## src/rtl/lag_test_sequencer.sv

```systemverilog
// Input-lag measurement sequencer: flashes a full frame, times the photodiode response
// in microseconds and averages 2^NUM_SAMPLES_LOG2 samples. Define LAG_MINMAX_EN for min_us/max_us.
module lag_test_sequencer #(
  parameter int TICK_DIV         = 50,
  parameter int US_W             = 20,
  parameter int MAX_US           = 500000,
  parameter int NUM_SAMPLES_LOG2 = 4,
  parameter int HOLDOFF_FRAMES   = 3
) (
  input  logic            clk,
  input  logic            reset,
  input  logic            start,
  input  logic            vsync,
  input  logic            vblank,
  input  logic            sensor_in,
  output logic            flash,
  output logic            busy,
  output logic            sample_valid,
  output logic [US_W-1:0] sample_us,
  output logic            done,
  output logic [US_W-1:0] avg_us,
  output logic            error
`ifdef LAG_MINMAX_EN
  ,
  output logic [US_W-1:0] min_us,
  output logic [US_W-1:0] max_us
`endif
);

  localparam int PS_W  = $clog2(TICK_DIV);
  localparam int IDX_W = NUM_SAMPLES_LOG2 + 1;
  localparam int HO_W  = $clog2(HOLDOFF_FRAMES + 1);
  localparam int SUM_W = US_W + NUM_SAMPLES_LOG2;

  localparam logic [PS_W-1:0]  PS_LAST     = PS_W'(TICK_DIV - 1);
  localparam logic [US_W-1:0]  US_LIMIT    = US_W'(MAX_US);
  localparam logic [IDX_W-1:0] NUM_SAMPLES = IDX_W'(2 ** NUM_SAMPLES_LOG2);
  localparam logic [HO_W-1:0]  HO_TARGET   = HO_W'(HOLDOFF_FRAMES);

  typedef enum logic [2:0] {
    ST_IDLE,
    ST_ARM,
    ST_FLASH_WAIT,
    ST_MEASURE,
    ST_HOLDOFF,
    ST_DONE
  } state_t;

  state_t           state;
  logic             sens_meta;
  logic             sens_s;
  logic             vsync_q;
  logic             vblank_q;
  logic [PS_W-1:0]  prescaler;
  logic [US_W-1:0]  us_cnt;
  logic [SUM_W-1:0] sum;
  logic [IDX_W-1:0] idx;
  logic [HO_W-1:0]  ho_cnt;

  logic vs_rise;
  logic vb_fall;

  assign vs_rise = vsync & ~vsync_q;
  assign vb_fall = ~vblank & vblank_q;

  // NOTE: every register here is written with <= so all state updates see pre-edge values.
  always_ff @(posedge clk) begin
    if (reset) begin
      state        <= ST_IDLE;
      sens_meta    <= 1'b0;
      sens_s       <= 1'b0;
      vsync_q      <= 1'b0;
      vblank_q     <= 1'b0;
      prescaler    <= '0;
      us_cnt       <= '0;
      sum          <= '0;
      idx          <= '0;
      ho_cnt       <= '0;
      flash        <= 1'b0;
      busy         <= 1'b0;
      sample_valid <= 1'b0;
      sample_us    <= '0;
      done         <= 1'b0;
      avg_us       <= '0;
      error        <= 1'b0;
`ifdef LAG_MINMAX_EN
      min_us       <= '0;
      max_us       <= '0;
`endif
    end else begin
      sens_meta    <= sensor_in;
      sens_s       <= sens_meta;
      vsync_q      <= vsync;
      vblank_q     <= vblank;
      sample_valid <= 1'b0;
      done         <= 1'b0;

      unique case (state)
        ST_IDLE: begin
          if (start) begin
            error <= 1'b0;
            idx   <= '0;
            sum   <= '0;
            busy  <= 1'b1;
`ifdef LAG_MINMAX_EN
            min_us <= '1;
            max_us <= '0;
`endif
            state <= ST_ARM;
          end
        end

        // A lit screen at the frame boundary means the previous flash has not decayed yet.
        ST_ARM: begin
          if (vs_rise && !sens_s) begin
            flash <= 1'b1;
            state <= ST_FLASH_WAIT;
          end
        end

        ST_FLASH_WAIT: begin
          if (vb_fall) begin
            prescaler <= '0;
            us_cnt    <= '0;
            state     <= ST_MEASURE;
          end
        end

        // Sensor is tested before the timeout so a same-cycle hit still counts as a sample.
        ST_MEASURE: begin
          if (sens_s) begin
            sample_us    <= us_cnt;
            sample_valid <= 1'b1;
            sum          <= sum + SUM_W'(us_cnt);
            idx          <= idx + IDX_W'(1);
            ho_cnt       <= '0;
`ifdef LAG_MINMAX_EN
            if (us_cnt < min_us) min_us <= us_cnt;
            if (us_cnt > max_us) max_us <= us_cnt;
`endif
            state        <= ST_HOLDOFF;
          end else if (us_cnt == US_LIMIT) begin
            error <= 1'b1;
            flash <= 1'b0;
            state <= ST_DONE;
          end else if (prescaler == PS_LAST) begin
            prescaler <= '0;
            us_cnt    <= us_cnt + US_W'(1);
          end else begin
            prescaler <= prescaler + PS_W'(1);
          end
        end

        // The first frame boundary ends the flash; only later boundaries count as dark frames.
        ST_HOLDOFF: begin
          if (vs_rise) begin
            if (flash) begin
              flash <= 1'b0;
            end else if (sens_s) begin
              ho_cnt <= '0;
            end else if (ho_cnt + HO_W'(1) == HO_TARGET) begin
              ho_cnt <= '0;
              state  <= (idx == NUM_SAMPLES) ? ST_DONE : ST_ARM;
            end else begin
              ho_cnt <= ho_cnt + HO_W'(1);
            end
          end
        end

        ST_DONE: begin
          if (!error) avg_us <= US_W'(sum >> NUM_SAMPLES_LOG2);
          done  <= 1'b1;
          busy  <= 1'b0;
          state <= ST_IDLE;
        end

        default: begin
          flash <= 1'b0;
          busy  <= 1'b0;
          state <= ST_IDLE;
        end
      endcase
    end
  end

endmodule

```

## config.mk

```make
export PLATFORM = sky130hd
export DESIGN_NAME = lag_test_sequencer
export DESIGN_NICKNAME = d
export VERILOG_FILES = /design/src/rtl/lag_test_sequencer.sv
export SDC_FILE = /design/constraint.sdc
export NUM_CORES = 1
export LEC_CHECK = 0
export ABC_AREA = 1
export BUFFER_PORTS_ARGS = -buffer_cell sky130_fd_sc_hd__buf_2
export CORE_ASPECT_RATIO = 1.1
export CORE_UTILIZATION = 60
export DETAILED_ROUTE_END_ITERATION = 10
export GPL_TIMING_DRIVEN = 0
export PLACE_DENSITY = 0.8
export SKIP_CTS_REPAIR_TIMING = 1
export SLEW_MARGIN = 20
export SYNTH_ARGS = -nofsm -noshare
export SYNTH_HDL_FRONTEND = slang
export SYNTH_SLANG_ARGS = --single-unit
```

## constraint.sdc

```tcl
create_clock -name clk -period 2.34 [get_ports clk]
set_clock_uncertainty 0.05 [all_clocks]
set_input_delay 0.117 -clock clk [delete_from_list [all_inputs] [get_ports clk]]
set_output_delay 0.117 -clock clk [all_outputs]
set_load 0.02 [all_outputs]
```

==> run_results.csv <==
group,metric,value,unit
flow_run,cap_violations,0,
synth,synth_top_cell_by_area,"dfxtp_1",
placed_design,gp_congestion,0.983,
setup_path,regToRegEndpoint,"sum[14]",
outcome,status,"finished clean",
floorplan,die_h,109,um
synth,synth_common_cells,"nand2_1, nor2_1, dfxtp_1, inv_1, a21oi_1",
final_layout,final_cells,1165,
synth,ys_seq_area_frac,0.347,
pwr,irDropWorstVdd,484,uV
sta,hold_viol,0,
sta,tns,0,ns
detailed_routing,via_count,6315,
synth,syn_inst,956,
detailed_routing,highest_layer,"met4",
pwr,p_total,4.32,mW
pwr,p_per_area,621,nW/um^2
clock_network,clk_path_buf_depth,2,
setup_path,startpoint_type,"flop",
synth,syn_avg_cell_area,6.57,um^2
synth,ys_ff_latch,109,
worst_hold_path,min_path_cells,3,
detailed_routing,wirelength_met1,7450,um
final_layout,num_antenna_cells,0,
pwr,p_leak,3.17,nW
placed_design,portBuffers,50,
setup_path,r2r_start,"us_cnt[0]",
detailed_routing,met3_length,707,um
detailed_routing,drc,0,
sta,fmax,0.449,GHz
synth,syn_area,6280,um^2
floorplan,start_util,0.626,
floorplan,io_pins,51,
sta,drv_slew,0,
floorplan,die_w,99.6,um
synth,synth_edf_count,0,
final_layout,nNetsFinal,1053,
clock_network,clockRootBuffer,"clkbuf_8",
detailed_routing,antenna_left,0,
sta,setup-violations-final,0,
global_route,grt_use_total,0.319,
detailed_routing,wl_met2,8190,um
worst_hold_path,hp-start,"start",
synth,yosysMostFrequentCell,"nand2_1",
floorplan,std_cell_rows,38,
global_route,grt_max_degree,21,
final_layout,final_area,6950,um^2
sta,fin_crit,2.23,ns
clock_network,insertion_delay,0.39,ns
global_route,antenna_found_initial,0,
setup_path,arrival,2.52,ns
sta,worst_pin_slew,0.746,ns
synth,ys.flop_type,"dfxtp_1",
detailed_routing,drtIter0Drc,362,
sta,hold_slack,0.112,ns
synth,synthArstFlopShare,0,
sta,maxSlewHeadroom,0.503,
detailed_routing,drt_pass1_iterations,5,
placed_design,pre_cts_ws,0.165,ns
clock_network,cts_tree,"built",
clock_network,cts.clk_slew.worst_paths,0.12,ns
clock_network,cts_buffers,9,
setup_path,reg2reg_depth,11,
detailed_routing,routed_wirelength,17100,um
detailed_routing,wl_per_cell,14.7,um
setup_path,critPathMaxFanout,7,
final_layout,fin_util,0.692,
floorplan,core_area,10000,um^2
global_route,grt_pass1_wl,26700,um
sta,fin_ws,0.113,ns
global_route,grt_pass1_vias,5605,
setup_path,worst-setup-path-type,"reg2reg",
clock_network,htree_levels,3,
synth,ys_top_cells_by_area,"dfxtp_1, nand2_1, nor2_1",
sta,rsz0062_at_grt,"false",
placed_design,dp.cells,1146,
synth,yosys_warnings,0,
synth,synth_nets,989,
clock_network,cts.sinks,109,
setup_path,cp-end-kind,"flop",
sta,fin_crit_sh,0.952,
final_layout,layout-area-overhead-vs-synth,10.5,%
global_route,grt.overflow.total,0,
final_layout,drive_gt1_frac,0.121,
placed_design,hpwlAfterDp,13300,um
placed_design,dpl_cell_area,6710,um^2
detailed_routing,viasPerCell,5.42,
synth,synth_top_area_frac,0.347,
floorplan,dieArea,10900,um^2
worst_hold_path,holdCritPathClass,"in2reg",
setup_path,regToRegSetupSlack,0.11,ns
setup_path,critical_path_required,2.63,ns
synth,yosys.cell_types.count,40,
worst_hold_path,holdPathEnd,"busy",
worst max path at each step:
stage,depth (start not counted),startpoint,endpoint
3_5_place_dp,11,us_cnt[0],sum[22]
4_1_cts,11,us_cnt[0],sum[14]
5_1_grt,10,us_cnt[8],sum[18]
6_report,11,us_cnt[0],sum[14]
3_3_place_gp,11,us_cnt[0],sum[22]
2_1_floorplan,10,us_cnt[0],sum[14]
critical path, cell delays in order, from the launching register on:
cell and delay [ns]:
dfxtp_1 0.42, ha_1 0.30, fa_1 0.44, nand3_1 0.11
nand3_2 0.13, nand2_1 0.09, nand2_1 0.15, nand3_1 0.15
nand2_1 0.07, nand2_1 0.06, nand3_1 0.08, a21oi_1 0.13
registers in the layout, indices dropped and copies added (netlist names):
register and cells:
sum 24, avg_us 20, sample_us 20, us_cnt 20
prescaler 6, idx 5, state 3, ho_cnt 2
busy 1, done 1, error 1, flash 1
sample_valid 1, sens_meta 1, sens_s 1, vblank_q 1
vsync_q 1
kinds of logic after synthesis:
logic type	synth area share
simple gates	0.348
flops	0.347
compound gates	0.133
fa+ha+maj	0.0549
xor+xnor	0.0265
buf+inv	0.0900
area by class of cell:
| cell class | instances | area [um^2] |
|---|---|---|
| inverter | 101 | 384 |
| tap | 140 | 175 |
| fill | 931 | 3090 |
| clock buffer | 10 | 138 |
| buffer | 30 | 181 |
| clock inverter | 6 | 62.6 |
| timing repair buffer | 53 | 280 |
| sequential | 109 | 2180 |
| multi-input combinational | 716 | 3540 |
power breakdown:
| group | total [mW] | switching [mW] | leakage, nW | internal [mW] |
|---|---|---|---|---|
| clock network | 1.16 | 0.710 | 0.103 | 0.447 |
| logic | 1.08 | 0.748 | 2.18 | 0.336 |
| registers | 2.08 | 0.109 | 0.881 | 1.97 |
| total | 4.32 | 1.57 | 3.17 | 2.75 |
metal layers:
| metal | GRT usage | vias to the layer above |
|---|---|---|
| met5 | 0 | - |
| met4 | 0.165 | 0 |
| met3 | 0.0432 | 43 |
| met2 | 0.556 | 167 |
| met1 | 0.387 | 2908 |
| li1 | - | 3197 |
cells in the final DEF (no fill, tap or decap), types with 2 or more instances in the layout:
master / n
buf_6: 3
o21bai_1: 4
nand3b_1: 6
xnor2_1: 2
inv_2: 4
dlygate4sd3_1: 3
or2_2: 2
buf_2: 58
inv_1: 95
inv_6: 4
nor2_1: 148
nand2_2: 13
a21oi_2: 10
nand3_2: 2
nand3_1: 58
nor3_1: 12
xor2_1: 17
clkbuf_8: 10
and2_1: 3
clkbuf_1: 11
a21oi_1: 83
nand2_1: 246
nand4_1: 16
buf_4: 5
dfxtp_1: 109
nor3_2: 2
ha_1: 26
o21ai_0: 54
nand2_4: 3
Power figures use the tool's default switching activity.
